## src/rtl/rd_control.sv

```systemverilog
// rd_control: read-side sequencer issuing a diagonally skewed burst of per-lane
// read enables and address offsets for the systolic array's column memories.
`default_nettype none

module rd_control #(
  parameter int WIDTH_HEIGHT = 16,
  parameter int ADDR_W       = 8
) (
  input  logic                           clk,
  input  logic                           reset,
  input  logic                           active,
  input  logic [ADDR_W-1:0]              num_rows,
  output logic [WIDTH_HEIGHT-1:0]        rd_en,
  output logic [ADDR_W*WIDTH_HEIGHT-1:0] rd_addr,
  output logic                           busy,
  output logic                           done
);

  typedef enum logic [1:0] {
    S_IDLE = 2'd0,
    S_RUN  = 2'd1,
    S_DONE = 2'd2
  } state_t;

  state_t                           state_q, state_d;
  logic [WIDTH_HEIGHT-1:0]          en_q, en_d;
  logic [ADDR_W*WIDTH_HEIGHT-1:0]   addr_q, addr_d;
  logic [ADDR_W-1:0]                cnt_q, cnt_d;
  logic [ADDR_W-1:0]                n_q, n_d;
  logic                             busy_q, busy_d;
  logic                             done_q, done_d;
  logic                             feed;
  logic [WIDTH_HEIGHT-1:0]          en_shift;

  always_ff @(posedge clk or posedge reset) begin
    if (reset) begin
      state_q <= S_IDLE;
      en_q    <= '0;
      addr_q  <= '0;
      cnt_q   <= '0;
      n_q     <= '0;
      busy_q  <= 1'b0;
      done_q  <= 1'b0;
    end else begin
      state_q <= state_d;
      en_q    <= en_d;
      addr_q  <= addr_d;
      cnt_q   <= cnt_d;
      n_q     <= n_d;
      busy_q  <= busy_d;
      done_q  <= done_d;
    end
  end

  always_comb begin
    state_d  = state_q;
    en_d     = en_q;
    addr_d   = addr_q;
    cnt_d    = cnt_q;
    n_d      = n_q;
    busy_d   = busy_q;
    done_d   = 1'b0;
    // Lane 0 keeps being fed until N vectors are issued; higher lanes follow one cycle apart.
    feed     = (cnt_q < n_q);
    en_shift = {en_q[WIDTH_HEIGHT-2:0], feed};

    case (state_q)
      S_IDLE: begin
        if (active) begin
          if (num_rows != '0) begin
            n_d     = num_rows;
            cnt_d   = ADDR_W'(1);
            en_d    = WIDTH_HEIGHT'(1);
            addr_d  = '0;
            busy_d  = 1'b1;
            state_d = S_RUN;
          end else begin
            done_d  = 1'b1;
            state_d = S_DONE;
          end
        end
      end

      S_RUN: begin
        if (!active) begin
          en_d    = '0;
          addr_d  = '0;
          cnt_d   = '0;
          busy_d  = 1'b0;
          state_d = S_IDLE;
        end else begin
          en_d = en_shift;
          if (feed) begin
            cnt_d = cnt_q + ADDR_W'(1);
          end
          // Offset advances after each enabled cycle so address k pairs with the k-th enable.
          for (int i = 0; i < WIDTH_HEIGHT; i++) begin
            addr_d[ADDR_W*i +: ADDR_W] = addr_q[ADDR_W*i +: ADDR_W]
                                       + {{(ADDR_W-1){1'b0}}, en_q[i]};
          end
          if (en_shift == '0) begin
            done_d  = 1'b1;
            busy_d  = 1'b0;
            state_d = S_DONE;
          end
        end
      end

      S_DONE: begin
        if (!active) begin
          state_d = S_IDLE;
        end
      end

      default: begin
        state_d = S_IDLE;
      end
    endcase
  end

  assign rd_en   = en_q;
  assign rd_addr = addr_q;
  assign busy    = busy_q;
  assign done    = done_q;

endmodule

`default_nettype wire

```

## config.mk

```make
export PLATFORM = sky130hd
export DESIGN_NAME = rd_control
export DESIGN_NICKNAME = d
export VERILOG_FILES = /design/src/rtl/rd_control.sv
export SDC_FILE = /design/constraint.sdc
export NUM_CORES = 1
export LEC_CHECK = 0
export ABC_CLOCK_PERIOD_IN_PS = 11200
export BUFFER_PORTS_ARGS = -buffer_cell sky130_fd_sc_hd__buf_4
export CORE_MARGIN = 2
export CORE_UTILIZATION = 55
export CTS_CLUSTER_SIZE = 8
export DETAILED_ROUTE_END_ITERATION = 8
export PLACE_DENSITY = 0.8
export SYNTH_ARGS = -nofsm -noshare
export SYNTH_HDL_FRONTEND = slang
export SYNTH_SLANG_ARGS = --single-unit
```

## constraint.sdc

```tcl
create_clock -name clk -period 11.2 [get_ports clk]
set_input_delay 2.24 -clock clk [delete_from_list [all_inputs] [get_ports clk]]
set_output_delay 2.24 -clock clk [all_outputs]
set_load 0.02 [all_outputs]
```

==> results of run 1 <==
==> logic make-up (layout without fill, tap and decap cells) <==
kind of cell / count (synthesis) / in the layout / share of synthesized area [%]
adder cells (fa/ha/maj): 40 / 40 / 6.26
AO/OA/AOI/OAI: 292 / 292 / 21.9
multiplexers: 3 / 3 / 0.422
buffers and inverters: 61 / 203 / 3.08
flip-flops: 164 / 164 / 51.3
AND/OR/NAND/NOR: 256 / 256 / 15.3
XOR/XNOR: 16 / 16 / 1.75
==> Yosys cell counts (all sizes together) (2+ instances only) <==
cell	n
dfrtp	164
ha	40
nor2	56
nor3	6
o21ai	185
a21oi	12
a31oi	31
inv	11
a22oi	3
and3	41
nand4	32
clkbuf	30
nor4	5
buf	20
nand3	23
nand2	86
nand2b	2
xor2	16
nor3b	2
o211ai	2
mux2	3
a32o	2
a22o	48
==> stage by stage <==
stage          utilization (%)  setup WS, ns
2_1_floorplan                -          4.53
3_3_place_gp              64.5          6.36
3_5_place_dp              64.5          6.36
4_1_cts                   68.4          6.78
5_1_grt                   68.4          6.50
6_report                  68.4          6.76
==> layer usage <==
layer	up-vias	wire length [um]
met1	3376	8800
li1	3316	-
met5	-	0
met4	0	437
met3	28	1100
met2	203	9160
==> registers in the layout (all words and copies together), names as in the netlist <==
signal	flops
cnt_q	8
state_q	2
rd_addr	128
n_q	8
rd_en	16
done	1
busy	1
==> layout make-up <==
type	instances	area (sq um)
Clock buffer	25	485
Clock inverter	5	75.1
Fill cell	1125	4540
Inverter	11	46.3
Multi-Input combinational cell	607	3670
Sequential cell	164	4100
Tap cell	184	230
Timing Repair Buffer	162	1220
==> worst min-delay path by stage <==
stage,from,end,cells past startpoint
2_1_floorplan,n_q[0],n_q[0],1
3_3_place_gp,rd_addr[15],rd_addr[15],1
3_5_place_dp,rd_addr[7],rd_addr[7],1
4_1_cts,rd_addr[7],rd_addr[7],1
5_1_grt,rd_addr[23],rd_addr[23],1
6_report,rd_addr[23],rd_addr[23],1
==> power by group through the flow <==
stage / Clock (W) / Combinational [W] / Sequential (W)
after floorplan: 0 / 0.000123 / 0.000638
after global placement: 0 / 0.000171 / 0.000637
after detailed placement: 0 / 0.000173 / 0.000637
after CTS: 0.000575 / 0.000176 / 0.000626
after global routing: 0.000599 / 0.000195 / 0.000629
final: 0.000566 / 0.000175 / 0.000626
==> reports/results.tsv, run 1 <==
stage	metric	value	unit
layout	area grow syn2layout	22.9	%
pwr	Combinational Power Share	12.8	%
clock_network	cts repair resizes	0	
setup_path	CP endpoint	rd_addr[59]	
clock_network	CTS tree	built	
synthesis	distinct cell type count after synthesis	42	
sta	RSZ-0062 raised after global routing	false	
global_routing	antenna violations before repair	0	
route	Routed WL	19500	um
die	Core Box Area	0.0144	sq mm
pwr	switching share of power	26.5	%
place	Post-DP Area	0.00927	sq mm
layout	most frequent cells in the layout	183 x o21ai_1, 164 x dfrtp_1, 162 x buf_4, 86 x nand2_1, 56 x nor2_1	
global_routing	first-pass GRT wire length	32400	um
sta	Final Hold Viols	0	
synthesis	Yosys top cell area share	51.3	%
synthesis	Syn Inst Count	832	
setup_path	crit-path cells	buf_4, nor4_1, a21boi_1, o21ai_4, buf_4, buf_4, o21ai_1, o21ai_1	
clock_network	Hold-fix buffers, CTS	0	
synthesis	count of state elements after synthesis	164	
global_routing	Top Usage Layer GRT	met2	
setup_path	worst reg2reg path depth	5	
route	Vias	6923	
pwr	PwrDens	139	mW/mm^2
route	drt drc	0	
global_routing	Total GRT Usage	25.1	%
clock_network	clk_lat worst skew	0.42	ns
sta	period utilisation layout	39.7	%
layout	most common cell after layout, fill and taps aside	o21ai_1	
setup_path	Worst path slowest cell	buf_4	
place	detailed placer's ending HPWL	12000	um
layout	Ant. Diodes	0	
sta	Hold Slack	0.472	ns
die	Die ar.	0.0155	sq mm
global_routing	GR Util met1	35.2	%
place	post-placement cell count	1128	
setup_path	R2R setup slack	8.60	ns
synthesis	syn avg cell area	9.61	sq um
die	Std-Cell Rows	44	
synthesis	sequential area share after synthesis	51.3	%
sta	skew final	0.00843	ns
synthesis	number of synthesized flops with an enable pin	0	
die	Die H	125	um
layout	design area	0.00983	sq mm
die	Die X	125	um
global_routing	Remaining Overflow, GRT	0	
clock_network	CTS Root Cell	clkbuf_16	
clock_network	total CTS buffers	17	
setup_path	worst path bufs/invs	3	
clock_network	Max Root-Sink Buffers	2	
setup_path	most used cell, CP	buf_4	
clock_network	CTS HTree Levels	4	
synthesis	number of synthesis warnings	0	
synthesis	most common flop cell mapped by yosys	dfrtp_1	
route	DRT Pass-1 Iters	5	
pwr	total power	0.00137	W
setup_path	CP startpoint kind	input pin	
synthesis	synthesized cell area	0.00800	sq mm
synthesis	post-synth net total	883	
setup_path	Worst path depth	8	
pwr	sequential group share of total power	45.8	%
global_routing	grt met3 use	4.94	%
setup_path	Critical Path Fanout Max	98	
sta	Final setup viols	0	
sta	Max Clk Rate	0.225	GHz
hold_path	Hold Crit Class	flip-flop to flip-flop	
setup_path	cell family with most CP delay	buffers and inverters	
place	gpl congestion	0.821	
clock_network	Post-CTS Repair Setup Buffers	0	
die	io pins	157	
clock_network	Clock transition at path regs	0.06	ns
pwr	Int Power	0.00100	W
sta	setup TNS	0	ns
setup_path	Crit. End Element	flip-flop	
global_routing	met2 Track Usage GR	38.8	%
place	port buffer count	156	
setup_path	Crit path largest cell delay	0.79	ns
setup_path	worst path required time	11.53	ns
pwr	maximum vdd drop	0.0987	mV
pwr	P_sw	0.000362	W
route	DR WL/cell	16.8	um
setup_path	FF-to-FF End	rd_addr[59]	
route	antenna-violating nets left	0	
clock_network	clock sinks	164	
setup_path	WS Path Type	input pin to flip-flop	
die	Initial Utilization	55.7	%
setup_path	Crit path arrival time	4.77	ns
sta	worst slew pin tran	1.15	ns
setup_path	Reg2Reg Launch Point	state_q[0]	
synthesis	Synth area leaders	dfrtp_1 51%, o21ai_1 11%, ha_1 6.3%	
pwr	clock share of power	41.4	%
route	DR vias/cell	5.98	
route	1st-iter DRT viols	600	
synthesis	asr flop ratio synth	100	%
setup_path	Setup crit start	num_rows[1]	
pwr	Pleak	5.00	nW
job	max_cap viols	0	
sta	Final Max Tran Viols	0	
synthesis	Yosys top cell by area	dfrtp_1	
layout	ratio of cells with drive above 1 in the final layout	20.0	%
status	status	complete, no violations	
layout	nets	1014	
sta	Relative slew margins	23.5	%
layout	Post-Layout Cell Count	1158	
global_routing	vias in the first global route	6513	
global_routing	largest net degree at the start of global routing	104	
sta	crit path time final	4.44	ns
(Power assumes the default switching activity.)
==> inputs of run 2 (changes only) <==
- ABC_AREA: not set -> 1
- ABC_CLOCK_PERIOD_IN_PS: 11200 -> 4000
- CORE_UTILIZATION: 55 -> 51
- PLACE_DENSITY: 0.8 -> 0.77
- clock period: 11.2 -> 4 ns (I/O delays scaled with it)
==> run 2 against run 1 <==
Core utilization down 4.2 points. Clock-buffer cell count down 3. Critical path depth up 1. First-iteration DRC count is 5.2% lower. Non-clock buffer count is 5 higher. Final area is 8.3% higher. Register-to-register slack got worse by 7.0 ns. Clock skew decreased by 0.00071 ns. Final cell count grew 23%. Largest power group unchanged. Highest routed layer unchanged.
==> reports/results.tsv, run 2 <==
stage	metric	value	unit
global_routing	first-pass GRT wire length	35700	um
synthesis	Synth area leaders	dfrtp_1 47%, nand2_1 14%, ha_1 5.8%	
global_routing	Remaining Overflow, GRT	0	
sta	Final Hold Viols	0	
layout	area grow syn2layout	22.7	%
route	drt drc	0	
synthesis	synthesized cell area	0.00868	sq mm
pwr	P_sw	0.00215	W
pwr	clock share of power	32.1	%
layout	ratio of cells with drive above 1 in the final layout	17.4	%
pwr	sequential group share of total power	36.1	%
synthesis	sequential area share after synthesis	47.3	%
setup_path	R2R setup slack	1.59	ns
hold_path	Hold Crit Class	flip-flop to flip-flop	
die	io pins	157	
layout	Largest register FFs	128	
sta	Final Max Tran Viols	0	
layout	most frequent cells in the layout	317 x nand2_1, 166 x buf_4, 164 x dfrtp_1, 96 x inv_1, 70 x nor2_1	
sta	setup TNS	0	ns
pwr	Pleak	5.64	nW
sta	RSZ-0062 raised after global routing	false	
setup_path	Crit path arrival time	3.24	ns
synthesis	asr flop ratio synth	100	%
sta	Max Clk Rate	0.339	GHz
die	Die ar.	0.0181	sq mm
setup_path	Reg2Reg Launch Point	state_q[1]	
pwr	Int Power	0.00353	W
sta	worst slew pin tran	0.949	ns
clock_network	clock sinks	164	
sta	Relative slew margins	36.8	%
die	Core Box Area	0.0166	sq mm
synthesis	number of synthesized flops with an enable pin	0	
setup_path	Critical Path Fanout Max	75	
route	DR vias/cell	5.40	
route	DR WL/cell	15.4	um
place	gpl congestion	0.822	
setup_path	CP startpoint kind	input pin	
clock_network	Clock transition at path regs	0.06	ns
setup_path	Setup crit start	active	
die	Std-Cell Rows	47	
layout	final core utilization	64.2	%
place	port buffer count	156	
pwr	switching share of power	37.9	%
global_routing	largest net degree at the start of global routing	165	
die	Initial Utilization	52.3	%
die	Die H	134	um
pwr	PwrDens	534	mW/mm^2
synthesis	Yosys top cell area share	47.3	%
clock_network	CTS HTree Levels	4	
synthesis	syn avg cell area	8.28	sq um
place	post-placement cell count	1392	
synthesis	most common flop cell mapped by yosys	dfrtp_1	
route	Vias	7685	
pwr	maximum vdd drop	0.388	mV
synthesis	Yosys top cell by area	dfrtp_1	
job	max_cap viols	0	
sta	skew final	0.00772	ns
synthesis	distinct cell type count after synthesis	31	
synthesis	count of state elements after synthesis	164	
route	1st-iter DRT viols	569	
pwr	Combinational Power Share	31.8	%
clock_network	cts repair resizes	0	
sta	Final setup viols	0	
clock_network	Max Root-Sink Buffers	2	
route	Routed WL	22000	um
synthesis	most frequent cell after synthesis	nand2_1	
clock_network	Hold-fix buffers, CTS	0	
hold_path	critical hold path startpoint	n_q[7]	
status	status	complete, no violations	
global_routing	antenna violations before repair	0	
synthesis	commonest cells in the netlist	317 x nand2_1, 164 x dfrtp_1, 97 x inv_1	
synthesis	Syn Inst Count	1048	
layout	Post-Layout Cell Count	1423	
synthesis	number of synthesis warnings	0	
clock_network	CTS tree	built	
layout	fill count	1423	
setup_path	FF-to-FF End	cnt_q[3]	
hold_path	Hold EP	n_q[7]	
global_routing	Total GRT Usage	24.8	%
route	antenna-violating nets left	0	
sta	crit path time final	2.95	ns
place	detailed placer's ending HPWL	14500	um
clock_network	total CTS buffers	17	
global_routing	vias in the first global route	7224	
synthesis	post-synth net total	1099	
clock_network	clk_lat worst skew	0.43	ns
setup_path	Crit. End Element	flip-flop	
clock_network	CTS Root Cell	clkbuf_16	
setup_path	worst path required time	4.29	ns
clock_network	Post-CTS Repair Setup Buffers	0	
hold_path	Hold Path Cell Cnt	2	
setup_path	WS Path Type	input pin to flip-flop	
sta	period utilisation layout	73.7	%
route	DRT Pass-1 Iters	5	
layout	Ant. Diodes	0	
layout	nets	1242	
die	Die X	134	um
layout	most common cell after layout, fill and taps aside	nand2_1	
setup_path	worst reg2reg path depth	7	
[run 2: cell count changes after synthesis, sizes merged, moves of 21 or more]
cell   before  now
o31ai       0   34
nand4      32   63
a31oi      31    0
nand3      23   44
nand2      86  319
and3       41    9
xor2       16   45
a21oi      12   44
o21ai     185   44
a22o       48    0
inv        11  100
[run 2: layout make-up]
class	count	area, sq um	area share (%)
Inverter	100	379	3.56
Multi-Input combinational cell	741	3970	37.2
Clock inverter	9	174	1.63
Timing Repair Buffer	167	1270	11.9
Sequential cell	164	4100	38.5
Clock buffer	22	484	4.55
Tap cell	220	275	2.59
[run 2: power groups by stage]
stage | Combinational, W | Sequential, W | Clock [W]
floorplan | 0.00114 | 0.00217 | 0
CTS | 0.00181 | 0.00205 | 0.00185
global route | 0.00198 | 0.00208 | 0.00192
detailed placement | 0.00179 | 0.00208 | 0
finish | 0.00180 | 0.00205 | 0.00183
global placement | 0.00175 | 0.00208 | 0
[run 2: per-stage QoR]
step           hold slack (ns)  cell area (sq um)  total power (W)  setup slack [ns]
4_1_cts                  0.489              10600          0.00570              1.13
6_report                 0.485              10600          0.00568              1.05
2_1_floorplan            0.453               8680          0.00332              1.12
5_1_grt                  0.517              10600          0.00597             0.875
3_5_place_dp             0.469               9990          0.00387             0.680
3_3_place_gp             0.467               9990          0.00383             0.792
[run 2: cells by family after synthesis]
kind of cell | count (synthesis) | synth area share (%)
AO/OA/AOI/OAI | 132 | 9.04
XOR/XNOR | 52 | 5.25
adder cells (fa/ha/maj) | 40 | 5.77
buffers and inverters | 143 | 7.12
flip-flops | 164 | 47.3
AND/OR/NAND/NOR | 517 | 25.5
[run 2: layer usage]
metal / part of all wire, % / GRT usage [%] / vias to the layer above
li1: - / - / 3740
met1: 45 / 33.5 / 3694
met2: 48 / 40.1 / 230
met3: 6.2 / 5.37 / 21
met4: 1.2 / 8.19 / 0
met5: 0 / 0 / -
[run 2: worst max path at each step]
stage / to / slack [ns] / depth (start not counted)
after floorplan: busy / 1.12 / 1
after global placement: cnt_q[3] / 0.79 / 9
after CTS: cnt_q[7] / 1.13 / 9
final: cnt_q[3] / 1.05 / 9
after global routing: cnt_q[6] / 0.87 / 8
after detailed placement: cnt_q[3] / 0.68 / 9
[run 2: critical path, stage by stage]
cell and delay, ns:
buf_4 0.29, inv_2 0.30, nor2_2 0.29, nand2_1 0.10, nand2_2 0.08, buf_4 0.64, nand2_1 0.46, nand2_1 0.15
o21ai_0 0.10
==> inputs of run 3 (changes only) <==
- ABC_CLOCK_PERIOD_IN_PS: 4000 -> 2400
- clock period: 4 -> 2.4 ns (I/O delays scaled with it)
==> run 3 against run 2 <==
Via count increased by 1.0%. Flip-flop and latch count unchanged. Non-clock buffer count increased by 8. Worst setup slack got worse by 0.68 ns. Die area unchanged. Final area increased by 0.88%.
==> reports/results.tsv, run 3 (synthesis results as in run 2) <==
stage	metric	value	unit
clock_network	clock sinks	164	
route	1st-iter DRT viols	603	
layout	ratio of cells with drive above 1 in the final layout	17.8	%
setup_path	worst path required time	2.73	ns
die	Die X	134	um
job	max_cap viols	0	
global_routing	vias in the first global route	7265	
layout	Largest register FFs	128	
clock_network	total CTS buffers	17	
route	antenna-violating nets left	0	
die	io pins	157	
global_routing	Remaining Overflow, GRT	0	
sta	Final Hold Viols	0	
pwr	Pleak	5.68	nW
setup_path	cell family with most CP delay	simple AND/OR/NAND/NOR gates	
place	detailed placer's ending HPWL	14900	um
route	DRT Pass-1 Iters	5	
setup_path	CP startpoint kind	flip-flop	
clock_network	cts repair resizes	0	
die	Die H	134	um
clock_network	CTS tree	built	
sta	crit path time final	2.03	ns
layout	most common cell after layout, fill and taps aside	nand2_1	
sta	Final Max Tran Viols	0	
sta	period utilisation layout	84.6	%
route	DR WL/cell	15.3	um
setup_path	Worst path slowest cell	dfrtp_1	
sta	skew final	0.00599	ns
die	Die ar.	0.0181	sq mm
setup_path	Crit path arrival time	2.36	ns
clock_network	Post-CTS Repair Setup Buffers	0	
sta	setup TNS	0	ns
die	Std-Cell Rows	47	
place	gpl congestion	0.822	
place	port buffer count	156	
layout	most frequent cells in the layout	317 x nand2_1, 170 x buf_4, 164 x dfrtp_1, 96 x inv_1, 70 x nor2_1	
setup_path	Critical Path Fanout Max	16	
sta	Final setup viols	0	
global_routing	largest net degree at the start of global routing	79	
global_routing	Total GRT Usage	24.9	%
clock_network	CTS HTree Levels	4	
clock_network	Max Root-Sink Buffers	2	
global_routing	antenna violations before repair	0	
sta	Max Clk Rate	0.493	GHz
hold_path	Hold Crit Class	input pin to async pin	
layout	Ant. Diodes	0	
clock_network	Hold-fix buffers, CTS	0	
clock_network	Clock transition at path regs	0.06	ns
layout	nets	1250	
global_routing	first-pass GRT wire length	36100	um
sta	worst slew pin tran	0.652	ns
route	Vias	7764	
setup_path	crit-path cells	ha_1, a21oi_1, nor2_1, nor3_1, nand2_1, nand3_1, nand2_1, o21ai_0	
pwr	PwrDens	880	mW/mm^2
setup_path	worst path bufs/invs	0	
setup_path	Crit path largest cell delay	0.42	ns
setup_path	WS Path Type	flip-flop to flip-flop	
route	drt drc	0	
layout	final core utilization	64.8	%
pwr	maximum vdd drop	1.20	mV
clock_network	CTS Root Cell	clkbuf_16	
die	Initial Utilization	52.3	%
setup_path	most used cell, CP	nand2_1	
route	DR vias/cell	5.42	
die	Core Box Area	0.0166	sq mm
status	status	complete, no violations	
sta	Relative slew margins	56.5	%
sta	RSZ-0062 raised after global routing	false	
layout	area grow syn2layout	23.8	%
setup_path	Crit. End Element	flip-flop	
clock_network	clk_lat worst skew	0.42	ns
route	Routed WL	21900	um
==> run 3: cell type report <==
cell class	instances	area, sq um
tap	220	275
clock inverter	10	178
multi-input combinational	741	3970
timing repair buffer	175	1380
clock buffer	22	464
fill	1441	5840
sequential	164	4100
inverter	100	379
==> run 3: layer usage <==
layer	share of wire, %	GRT usage, %
met5	0	0
met4	2.0	8.65
met3	6.3	4.47
met2	47	39.9
met1	45	34.5
==> run 3: per-stage QoR <==
| stage | std cells | power, W | worst slack (ns) | hold WS (ns) | instance area [sq um] |
|---|---|---|---|---|---|
| after floorplan | 1048 | 0.00553 | -0.165 | 0.453 | 8680 |
| after global placement | 1400 | 0.00644 | 0.483 | 0.467 | 10100 |
| after detailed placement | 1400 | 0.00651 | 0.453 | 0.467 | 10100 |
| after CTS | 1432 | 0.00950 | 0.391 | 0.160 | 10700 |
| after global routing | 1432 | 0.00996 | 0.163 | 0.196 | 10700 |
| final | 1432 | 0.00945 | 0.370 | 0.153 | 10700 |
==> run 3: final timing paths <==
kind / start / end / slack (ns) / depth (start not counted)
setup / recovery: cnt_q[5] / cnt_q[0] / 0.37 / 8
hold reg to reg: busy / busy / 0.48 / 2
hold / removal: reset / rd_addr[104] / 0.15 / 2
min in group clk: num_rows[1] / n_q[1] / 0.34 / 3
setup reg to reg: cnt_q[5] / cnt_q[0] / 0.37 / 8
max in group asynchronous: reset / rd_addr[9] / 1.51 / 4
==> run 3: power breakdown <==
group / internal [W] / leakage [nW] / switching, W
Combinational: 0.000895 / 3.12 / 0.00216
Sequential: 0.00308 / 2.25 / 0.000349
Clock: 0.00190 / 0.314 / 0.00107
